===== config.mk =====
export PLATFORM = sky130hd
export DESIGN_NAME = sw_seq_feeder
export DESIGN_NICKNAME = d
export VERILOG_FILES = /design/src/rtl/sw_seq_feeder.sv
export SDC_FILE = /design/constraint.sdc
export NUM_CORES = 1
export LEC_CHECK = 0
export ABC_CLOCK_PERIOD_IN_PS = 3000
export BUFFER_PORTS_ARGS = -buffer_cell sky130_fd_sc_hd__buf_2
export CAP_MARGIN = 0
export CORE_MARGIN = 2
export CORE_UTILIZATION = 55
export DETAILED_ROUTE_END_ITERATION = 12
export PLACE_DENSITY = 0.82
export SETUP_SLACK_MARGIN = 0.05
export SLEW_MARGIN = 20
export SYNTH_ARGS = -nofsm -noshare
export SYNTH_HDL_FRONTEND = slang
export SYNTH_SLANG_ARGS = --single-unit

===== constraint.sdc =====
create_clock -name clk -period 3 [get_ports clk]
set_clock_uncertainty 0.05 [all_clocks]
set_input_delay 0.15 -clock clk [delete_from_list [all_inputs] [get_ports clk]]
set_output_delay 0.15 -clock clk [all_outputs]
set_load 0.01 [all_outputs]

===== src/rtl/sw_seq_feeder.sv =====
`default_nettype none
// ============================================================================
//  Module      : sw_seq_feeder
//  Description : Feeds a linear Smith-Waterman PE array. Loads the short read
//                into the PEs (store_S_out), streams the reference through
//                them (init_out), then drains the pipeline before signalling
//                done. Boundary V/F columns are tied to zero.
//  Revision    : 1.0 - initial release
// ============================================================================
module sw_seq_feeder #(
    parameter int NUM_PE  = 8,
    parameter int LEN_W   = 10,
    parameter int SCORE_W = 10
) (
    input  logic               clk,
    input  logic               rst,          // asynchronous, active low
    input  logic               start,
    input  logic [LEN_W-1:0]   read_len,
    input  logic [LEN_W-1:0]   ref_len,
    input  logic               rd_valid,
    output logic               rd_ready,
    input  logic [1:0]         rd_sym,
    input  logic               ref_valid,
    output logic               ref_ready,
    input  logic [1:0]         ref_sym,
    output logic [1:0]         S_out,
    output logic               store_S_out,
    output logic [1:0]         T_out,
    output logic               init_out,
    output logic               stall,
    output logic [SCORE_W-1:0] V_out,
    output logic [SCORE_W-1:0] F_out,
    output logic               busy,
    output logic               done,
    output logic               err
);

    typedef enum logic [1:0] {
        ST_IDLE     = 2'd0,
        ST_LOAD_S   = 2'd1,
        ST_STREAM_T = 2'd2,
        ST_DRAIN    = 2'd3
    } state_t;

    localparam logic [LEN_W-1:0] C_MAX_READ = LEN_W'(NUM_PE);
    localparam logic [LEN_W-1:0] C_ONE      = LEN_W'(1);

    state_t             state_q,    state_d;
    logic [LEN_W-1:0]   read_len_q, read_len_d;
    logic [LEN_W-1:0]   ref_len_q,  ref_len_d;
    logic [LEN_W-1:0]   s_cnt_q,    s_cnt_d;
    logic [LEN_W-1:0]   t_cnt_q,    t_cnt_d;
    logic [LEN_W-1:0]   d_cnt_q,    d_cnt_d;
    logic [1:0]         s_q,        s_d;
    logic [1:0]         t_q,        t_d;
    logic               store_s_q,  store_s_d;
    logic               init_q,     init_d;
    logic               stall_q,    stall_d;
    logic               done_q,     done_d;
    logic               err_q,      err_d;

    logic               w_rd_fire;
    logic               w_ref_fire;
    logic               w_len_ok;
    logic [LEN_W-1:0]   w_s_cnt_inc;
    logic [LEN_W-1:0]   w_t_cnt_inc;
    logic [LEN_W-1:0]   w_d_cnt_inc;

    // Ready is a pure decode of the registered state, so a transfer can only
    // ever happen in the state that owns the corresponding stream.
    assign rd_ready    = (state_q == ST_LOAD_S);
    assign ref_ready   = (state_q == ST_STREAM_T);
    assign busy        = (state_q != ST_IDLE);
    assign w_rd_fire   = rd_ready  && rd_valid;
    assign w_ref_fire  = ref_ready && ref_valid;
    assign w_len_ok    = (read_len != '0) && (read_len <= C_MAX_READ);
    assign w_s_cnt_inc = s_cnt_q + C_ONE;
    assign w_t_cnt_inc = t_cnt_q + C_ONE;
    assign w_d_cnt_inc = d_cnt_q + C_ONE;

    assign S_out       = s_q;
    assign T_out       = t_q;
    assign store_S_out = store_s_q;
    assign init_out    = init_q;
    assign stall       = stall_q;
    assign done        = done_q;
    assign err         = err_q;
    assign V_out       = '0;
    assign F_out       = '0;

    // Next-state and next-output decision for the feeder FSM.
    always_comb begin
        state_d    = state_q;
        read_len_d = read_len_q;
        ref_len_d  = ref_len_q;
        s_cnt_d    = s_cnt_q;
        t_cnt_d    = t_cnt_q;
        d_cnt_d    = d_cnt_q;
        s_d        = s_q;
        t_d        = t_q;
        store_s_d  = 1'b0;
        init_d     = init_q;
        stall_d    = stall_q;
        done_d     = 1'b0;
        err_d      = 1'b0;

        case (state_q)
            ST_IDLE: begin
                init_d  = 1'b0;
                stall_d = 1'b0;
                s_cnt_d = '0;
                t_cnt_d = '0;
                d_cnt_d = '0;
                if (start) begin
                    if (w_len_ok) begin
                        read_len_d = read_len;
                        ref_len_d  = ref_len;
                        state_d    = ST_LOAD_S;
                    end else begin
                        err_d = 1'b1;
                    end
                end
            end

            ST_LOAD_S: begin
                init_d = 1'b0;
                if (w_rd_fire) begin
                    s_d       = rd_sym;
                    store_s_d = 1'b1;
                    stall_d   = 1'b0;
                    s_cnt_d   = w_s_cnt_inc;
                    if (w_s_cnt_inc == read_len_q) begin
                        // An empty reference skips straight to draining.
                        state_d = (ref_len_q == '0) ? ST_DRAIN : ST_STREAM_T;
                    end
                end else begin
                    stall_d = 1'b1;
                end
            end

            ST_STREAM_T: begin
                if (w_ref_fire) begin
                    t_d     = ref_sym;
                    init_d  = 1'b1;
                    stall_d = 1'b0;
                    t_cnt_d = w_t_cnt_inc;
                    if (w_t_cnt_inc == ref_len_q) begin
                        state_d = ST_DRAIN;
                    end
                end else begin
                    // Array is frozen; T/init keep their last values.
                    stall_d = 1'b1;
                end
            end

            ST_DRAIN: begin
                init_d  = 1'b0;
                stall_d = 1'b0;
                d_cnt_d = w_d_cnt_inc;
                if (w_d_cnt_inc == read_len_q) begin
                    done_d  = 1'b1;
                    state_d = ST_IDLE;
                end
            end

            default: begin
                state_d = ST_IDLE;
            end
        endcase
    end

    // State, counter and registered-output flops; reset clears everything.
    always_ff @(posedge clk or negedge rst) begin
        if (!rst) begin
            state_q    <= ST_IDLE;
            read_len_q <= '0;
            ref_len_q  <= '0;
            s_cnt_q    <= '0;
            t_cnt_q    <= '0;
            d_cnt_q    <= '0;
            s_q        <= 2'b00;
            t_q        <= 2'b00;
            store_s_q  <= 1'b0;
            init_q     <= 1'b0;
            stall_q    <= 1'b0;
            done_q     <= 1'b0;
            err_q      <= 1'b0;
        end else begin
            state_q    <= state_d;
            read_len_q <= read_len_d;
            ref_len_q  <= ref_len_d;
            s_cnt_q    <= s_cnt_d;
            t_cnt_q    <= t_cnt_d;
            d_cnt_q    <= d_cnt_d;
            s_q        <= s_d;
            t_q        <= t_d;
            store_s_q  <= store_s_d;
            init_q     <= init_d;
            stall_q    <= stall_d;
            done_q     <= done_d;
            err_q      <= err_d;
        end
    end

endmodule
`default_nettype wire

==> flow_metrics.env, run 1 <==
export IMPL_die_height_um=87.64
export IMPL_ys_flop_type="sky130_fd_sc_hd__dfrtp_1"
export IMPL_cap_viol_max_count=0
export IMPL_tightestPinTransition_ns=0.5277
export IMPL_critical_path_startpoint_type="register"
export IMPL_cts_max_level=3
export IMPL_worst_path_largest_cell_delay_ns=0.47
export IMPL_gp_congestion=0.8972
export IMPL_synth_warning_count=0
export IMPL_numPortBuffers=40
export IMPL_nets=496
export IMPL_overflow=0
export IMPL_vias_per_cell=5.888
export IMPL_die_area_sq_um=7681
export IMPL_worstPathRequired_ns=3.18
export IMPL_grt_first_pass_wirelength_um=15270
export IMPL_crit_type="reg2reg"
export IMPL_endpoint_kind="register"
export IMPL_drc_errors=0
export IMPL_layout_commonest_cell="sky130_fd_sc_hd__dfrtp_1"
export IMPL_first_pass_iters=4
export IMPL_synthesis_area_sq_um=3847
export IMPL_syn_to_final_growth_pct=13.66
export IMPL_postCtsSetupBuffers=0
export IMPL_sequentialPowerShare_pct=50.9
export IMPL_outcome="finished clean"
export IMPL_route_vias_total=3297
export IMPL_syn_inst=411
export IMPL_postLayoutCoreUtil_pct=64.36
export IMPL_area_sequential_sq_um=1526
export IMPL_final_cells=560
export IMPL_final_layout_size_suffix_gt1_share_pct=18.53
export IMPL_cp_max_fo=9
export IMPL_row_count=30
export IMPL_crit_arrival_ns=2.81
export IMPL_number_of_antenna_violations_at_the_first_check_in_global_routing=0
export IMPL_ctsRootBufferMaster="sky130_fd_sc_hd__clkbuf_8"
export IMPL_grt_setup_unrepaired="false"
export IMPL_synth_seq_area_share_pct=39.67
export IMPL_place_detailed_hpwl_um=6343
export IMPL_final_cell_mix="sky130_fd_sc_hd__dfrtp_1, sky130_fd_sc_hd__nand2_1, sky130_fd_sc_hd__buf_2, sky130_fd_sc_hd__xnor2_1, sky130_fd_sc_hd__o21ai_0"
export IMPL_ir_drop_v=0.0003853
export IMPL_final_setup_tns_ns=0
export IMPL_clk_pin_slew_ns=0.06
export IMPL_top_achievable_clock_speed_mhz=379.9
export IMPL_post_synth_top_area_cell="sky130_fd_sc_hd__dfrtp_1"
export IMPL_synth_top_cells_by_area="sky130_fd_sc_hd__dfrtp_1, sky130_fd_sc_hd__mux2_2, sky130_fd_sc_hd__xnor2_1, sky130_fd_sc_hd__xor2_1, sky130_fd_sc_hd__buf_4"
export IMPL_intPower_mw=1.324
export IMPL_drt_wl_total_um=9063
export IMPL_clkLatencyLatePin_ns=0.34
export IMPL_finalHoldViolCount=0
export IMPL_via_count_of_the_first_global_routing_pass=3181
export IMPL_cts_sinks=61
export IMPL_power_share_switching_pct=28.79
export IMPL_worst_slew_slack_as_a_fraction_of_its_limit_pct=64.82
export IMPL_synth_async_sr_flop_share_pct=100.0
export IMPL_place_worst_setup_slack_ns=0.3759
export IMPL_synth_ff_latch_count=61
export IMPL_cellPowerDensity_nw_per_um2=425.2
export IMPL_avgRoutedWirePerCell_um=16.18
export IMPL_num_fill_cells=550
export IMPL_synth_lib_cells_used_distinct=56
export IMPL_dieWidth_um=87.64
export IMPL_min_period_ns=2.632
export IMPL_grt_max_degree=42
export IMPL_ios=61
export IMPL_setup_viol_count_final=0
export IMPL_p_switching_mw=0.5353
export IMPL_leakagePower_nw=1.993
export IMPL_timing_critical_path_cells="ha_1, nand2_1, nor2_1, xnor2_1, nand4_1, o41ai_1, nand4b_1, mux2_4"
export IMPL_multi_input_area_sq_um=2108
export IMPL_cts_made_buffers=9
export IMPL_final_antenna_net_count=0
export IMPL_clockBufferDepth=2
export IMPL_syn_area_per_cell_sq_um=9.361
export IMPL_initial_core_util_pct=56.63
export IMPL_final_period_utilization_pct=87.75
export IMPL_cts_tree="built"
export IMPL_power_frac_clock_pct=33.3
export IMPL_hold_path_class="in2reg"
export IMPL_insertedDiodeCount=0
export IMPL_final_critical_path_setup_slack_ns=0.3676
export IMPL_timing_critical_path_slowest_stage_cell="sky130_fd_sc_hd__o41ai_1"
export IMPL_global_routing_usage_summed_across_all_routing_layers_pct=25.76
export IMPL_place_detailed_instances=527
export IMPL_netlist_area_leader_share_pct=39.67
export IMPL_core_area_sq_um=6794
export IMPL_drv_slew=0
export IMPL_synth_edff_count=0
export IMPL_dr_first_iter_drc_count=159
export IMPL_p_comb_share_pct=15.8
==> kinds of logic after synthesis <==
family,count (synthesis),synth area share (%)
XOR/XNOR,42,9.561
AND/OR/NAND/NOR,134,18.34
multiplexers,24,7.024
buffers and inverters,56,7.512
flip-flops,61,39.67
adder cells (fa/ha/maj),7,2.276
AO/OA/AOI/OAI,86,15.51
other,1,0.09747
==> state kept, by name, summed over array words and instances (netlist names) <==
name / flops
S_out: 2
s_cnt_q: 10
ref_len_q: 10
read_len_q: 10
T_out: 2
init_out: 1
t_cnt_q: 10
done: 1
d_cnt_q: 10
state_q: 2
stall: 1
err: 1
store_S_out: 1
==> metal layers <==
layer	part of all wire [%]	global-route usage [%]	up-vias
met5	0	0	-
met4	2.4	10.49	0
met3	5.2	7.446	18
met2	51	43.11	117
met1	41	31.22	1633
li1	-	-	1529
==> worst paths after layout <==
check | slack (ns) | endpoint | cells after the start | startpoint
max in group asynchronous | 1.74 | t_cnt_q[8] | 3 | rst
setup reg to reg | 0.37 | state_q[1] | 8 | d_cnt_q[0]
hold / removal | 0.03 | read_len_q[1] | 2 | read_len[1]
setup / recovery | 0.37 | state_q[1] | 8 | d_cnt_q[0]
min in group asynchronous | 0.26 | S_out[1] | 2 | rst
hold reg to reg | 0.43 | init_out | 1 | init_out
==> worst max-delay path: cells and delay by family (launching register included) <==
family                   cells  cell delay [ns]
XOR/XNOR                     1             0.15
multiplexers                 1             0.34
AND/OR/NAND/NOR              4             0.80
AO/OA/AOI/OAI                1             0.47
flip-flops                   1             0.42
adder cells (fa/ha/maj)      1             0.28
==> cell type report <==
cell class	instances	area share [%]
multi-input cells	313	48.21
flip-flops and latches	61	34.91
repair buffers	62	9.385
clock buffers	13	3.405
well taps	96	2.747
inverters	13	1.116
clock inverters	2	0.2289
==> what timing repair did <==
action,4_1_cts,5_1_grt
endpoints found under the hold margin,37,0
hold buffers,18,0
gates resized for setup,0,0
==> Yosys cell counts, types with 4 or more instances <==
| cell | count |
|---|---|
| sky130_fd_sc_hd__o21ai_0 | 22 |
| sky130_fd_sc_hd__xor2_1 | 18 |
| sky130_fd_sc_hd__a31oi_1 | 11 |
| sky130_fd_sc_hd__nor2_1 | 17 |
| sky130_fd_sc_hd__buf_4 | 20 |
| sky130_fd_sc_hd__o41ai_1 | 4 |
| sky130_fd_sc_hd__nor3_1 | 7 |
| sky130_fd_sc_hd__inv_1 | 12 |
| sky130_fd_sc_hd__nand2_1 | 40 |
| sky130_fd_sc_hd__a22o_1 | 4 |
| sky130_fd_sc_hd__a21oi_1 | 12 |
| sky130_fd_sc_hd__nand2b_1 | 7 |
| sky130_fd_sc_hd__mux2_2 | 20 |
| sky130_fd_sc_hd__a21o_1 | 5 |
| sky130_fd_sc_hd__and3_1 | 9 |
| sky130_fd_sc_hd__o31ai_1 | 7 |
| sky130_fd_sc_hd__clkbuf_1 | 20 |
| sky130_fd_sc_hd__nor4_1 | 8 |
| sky130_fd_sc_hd__dfrtp_1 | 61 |
| sky130_fd_sc_hd__ha_1 | 7 |
| sky130_fd_sc_hd__xnor2_1 | 24 |
| sky130_fd_sc_hd__nor2b_1 | 7 |
| sky130_fd_sc_hd__nand3_1 | 14 |
| sky130_fd_sc_hd__nand4_1 | 10 |
==> power by group through the flow <==
stage,clock network (mW),logic [mW],registers [mW]
after global placement,0,0.260,0.954
after global routing,0.675,0.330,0.954
after detailed placement,0,0.273,0.959
after CTS,0.638,0.291,0.944
final,0.620,0.294,0.946
after floorplan,0,0.245,0.922
==> through the flow <==
step	power (mW)	hold slack, ns	area [sq um]
after floorplan	1.167	-0.1956	3919
after global placement	1.213	0.07080	4034
after detailed placement	1.231	0.07394	4034
after CTS	1.873	0.01433	4373
after global routing	1.959	0.02405	4373
final	1.859	0.03359	4373
Note: power is estimated with default switching activity, not from simulation.
==> run 2: changes to the inputs <==
ABC_CLOCK_PERIOD_IN_PS = 3300   (was 3000)
RECOVER_POWER = 25   (was unset)
clock period = 3.3 ns   (was 3 ns; I/O delays follow)
==> flow_metrics.env, run 2 (synthesized netlist as in run 1, its figures left out) <==
export IMPL_syn_to_final_growth_pct=11.61
export IMPL_intPower_mw=1.187
export IMPL_crit_arrival_ns=2.76
export IMPL_gp_congestion=0.8817
export IMPL_ios=61
export IMPL_timing_critical_path_cells="ha_1, nand2b_1, o211a_1, o32ai_1, o211ai_1, o41ai_2, nand4b_1, mux2_4"
export IMPL_ctsRootBufferMaster="sky130_fd_sc_hd__clkbuf_8"
export IMPL_core_area_sq_um=6794
export IMPL_min_period_ns=2.583
export IMPL_drv_slew=44
export IMPL_dpl_cell_area_sq_um=4034
export IMPL_tightestPinTransition_ns=2.271
export IMPL_postLayoutCellArea_sq_um=4294
export IMPL_power_frac_clock_pct=32.8
export IMPL_row_count=30
export IMPL_cp_max_fo=6
export IMPL_top_achievable_clock_speed_mhz=387.2
export IMPL_grt_first_pass_wirelength_um=14860
export IMPL_clkLatencyLatePin_ns=0.34
export IMPL_nets=490
export IMPL_overflow=0
export IMPL_route_vias_total=3252
export IMPL_critical_path_startpoint_type="register"
export IMPL_final_critical_path_setup_slack_ns=0.7175
export IMPL_drc_errors=0
export IMPL_die_height_um=87.64
export IMPL_place_worst_setup_slack_ns=0.7210
export IMPL_critical_path_startpoint="t_cnt_q[0]"
export IMPL_ff2ff_setup_slack_ns=0.72
export IMPL_dr_first_iter_drc_count=209
export IMPL_worst_path_largest_cell_delay_ns=0.50
export IMPL_cts_made_buffers=9
export IMPL_reg2reg_from="t_cnt_q[0]"
export IMPL_grt_setup_unrepaired="false"
export IMPL_leakagePower_nw=1.933
export IMPL_final_cell_mix="sky130_fd_sc_hd__dfrtp_1, sky130_fd_sc_hd__nand2_1, sky130_fd_sc_hd__buf_2, sky130_fd_sc_hd__xnor2_1, sky130_fd_sc_hd__o21ai_0"
export IMPL_outcome="complete, but fails checks"
export IMPL_timing_critical_path_slowest_stage_cell="sky130_fd_sc_hd__dfrtp_1"
export IMPL_grt_max_degree=44
export IMPL_finalHoldViolCount=0
export IMPL_final_layout_size_suffix_gt1_share_pct=16.89
export IMPL_dieWidth_um=87.64
export IMPL_postCtsSetupBuffers=0
export IMPL_insertedDiodeCount=0
export IMPL_p_switching_mw=0.4775
export IMPL_clk_pin_slew_ns=0.06
export IMPL_hold_path_class="in2reg"
export IMPL_worstHoldStart="ref_sym[1]"
export IMPL_vias_per_cell=5.891
export IMPL_final_setup_tns_ns=0
export IMPL_timing_hold_ws_ns=0.01242
export IMPL_place_detailed_hpwl_um=6265
export IMPL_crit_type="reg2reg"
export IMPL_cts_resized=0
export IMPL_p_comb_share_pct=15.6
export IMPL_initial_core_util_pct=56.63
export IMPL_cellPowerDensity_nw_per_um2=387.6
export IMPL_first_pass_iters=5
export IMPL_failed_checks="capacitance limit, slew limit"
export IMPL_sequentialPowerShare_pct=51.7
export IMPL_worstPathRequired_ns=3.48
export IMPL_ir_drop_v=0.0002209
export IMPL_clockBufferDepth=2
export IMPL_cap_viol_max_count=1
export IMPL_postLayoutCoreUtil_pct=63.20
export IMPL_global_routing_usage_summed_across_all_routing_layers_pct=25.01
export IMPL_setup_viol_count_final=0
export IMPL_final_antenna_net_count=0
export IMPL_cts_max_level=3
export IMPL_power_share_switching_pct=28.69
export IMPL_cts_tree="built"
export IMPL_layout_commonest_cell="sky130_fd_sc_hd__dfrtp_1"
export IMPL_number_of_antenna_violations_at_the_first_check_in_global_routing=0
export IMPL_numPortBuffers=40
export IMPL_avgRoutedWirePerCell_um=16.30
export IMPL_die_area_sq_um=7681
export IMPL_via_count_of_the_first_global_routing_pass=3103
export IMPL_endpoint_kind="register"
export IMPL_final_period_utilization_pct=78.26
export IMPL_worst_slew_slack_as_a_fraction_of_its_limit_pct=-51.39
export IMPL_cts_sinks=61
export IMPL_drt_wl_total_um=8997
==> run 2: cell count changes in the layout (fill, tap and decap cells not counted) <==
cell,before,now
sky130_fd_sc_hd__clkinv_2,2,3
sky130_fd_sc_hd__dlygate4sd3_1,18,12
sky130_fd_sc_hd__buf_2,40,30
sky130_fd_sc_hd__clkbuf_1,3,10
==> run 2: worst paths after layout <==
| kind | end | cells past startpoint |
|---|---|---|
| worst max-delay path | state_q[1] | 8 |
| worst min-delay path | T_out[1] | 2 |
| worst max register to register | state_q[1] | 8 |
| worst min register to register | init_out | 1 |
| max in group asynchronous | d_cnt_q[9] | 2 |
| min in group asynchronous | d_cnt_q[3] | 2 |
==> run 2: what timing repair did <==
| item | 4_1_cts | 5_1_grt |
|---|---|---|
| endpoints found under the hold margin | 53 | 0 |
| setup endpoints to repair | 0 | 0 |
| hold buffers | 12 | 0 |
==> run 2: final cells by class <==
| cell class | count | area (sq um) |
|---|---|---|
| clock buffer | 10 | 137.6 |
| multi-input combinational | 313 | 2108 |
| timing repair buffer | 56 | 337.8 |
| sequential | 61 | 1526 |
| clock inverter | 3 | 15.01 |
| inverter | 13 | 48.80 |
| fill | 551 | 2500 |
| tap | 96 | 120.1 |
==> run 2: critical path, delay by kind of cell (launching register included) <==
family / cells / cell delay, ns
AO/OA/AOI/OAI: 4 / 0.92
adder cells (fa/ha/maj): 1 / 0.31
multiplexers: 1 / 0.34
AND/OR/NAND/NOR: 2 / 0.34
flip-flops: 1 / 0.50
==> run 2: per-stage QoR <==
step           power, mW  instances
2_1_floorplan      1.061        430
3_3_place_gp       1.103        527
3_5_place_dp       1.117        527
4_1_cts            1.677        552
5_1_grt            1.761        552
6_report           1.664        552
==> run 2: metal layers <==
metal	GRT usage, %	up-vias	share of wire (%)
li1	-	1517	-
met1	30.07	1580	40
met2	43.39	135	52
met3	6.880	20	5.5
met4	8.252	0	1.8
met5	0	-	0
==> run 2: power by group through the flow <==
stage / clock network [mW] / logic (mW) / registers (mW)
2_1_floorplan: 0 / 0.222 / 0.838
3_3_place_gp: 0 / 0.236 / 0.867
6_report: 0.546 / 0.259 / 0.860
5_1_grt: 0.602 / 0.289 / 0.870
4_1_cts: 0.560 / 0.260 / 0.858
3_5_place_dp: 0 / 0.246 / 0.871
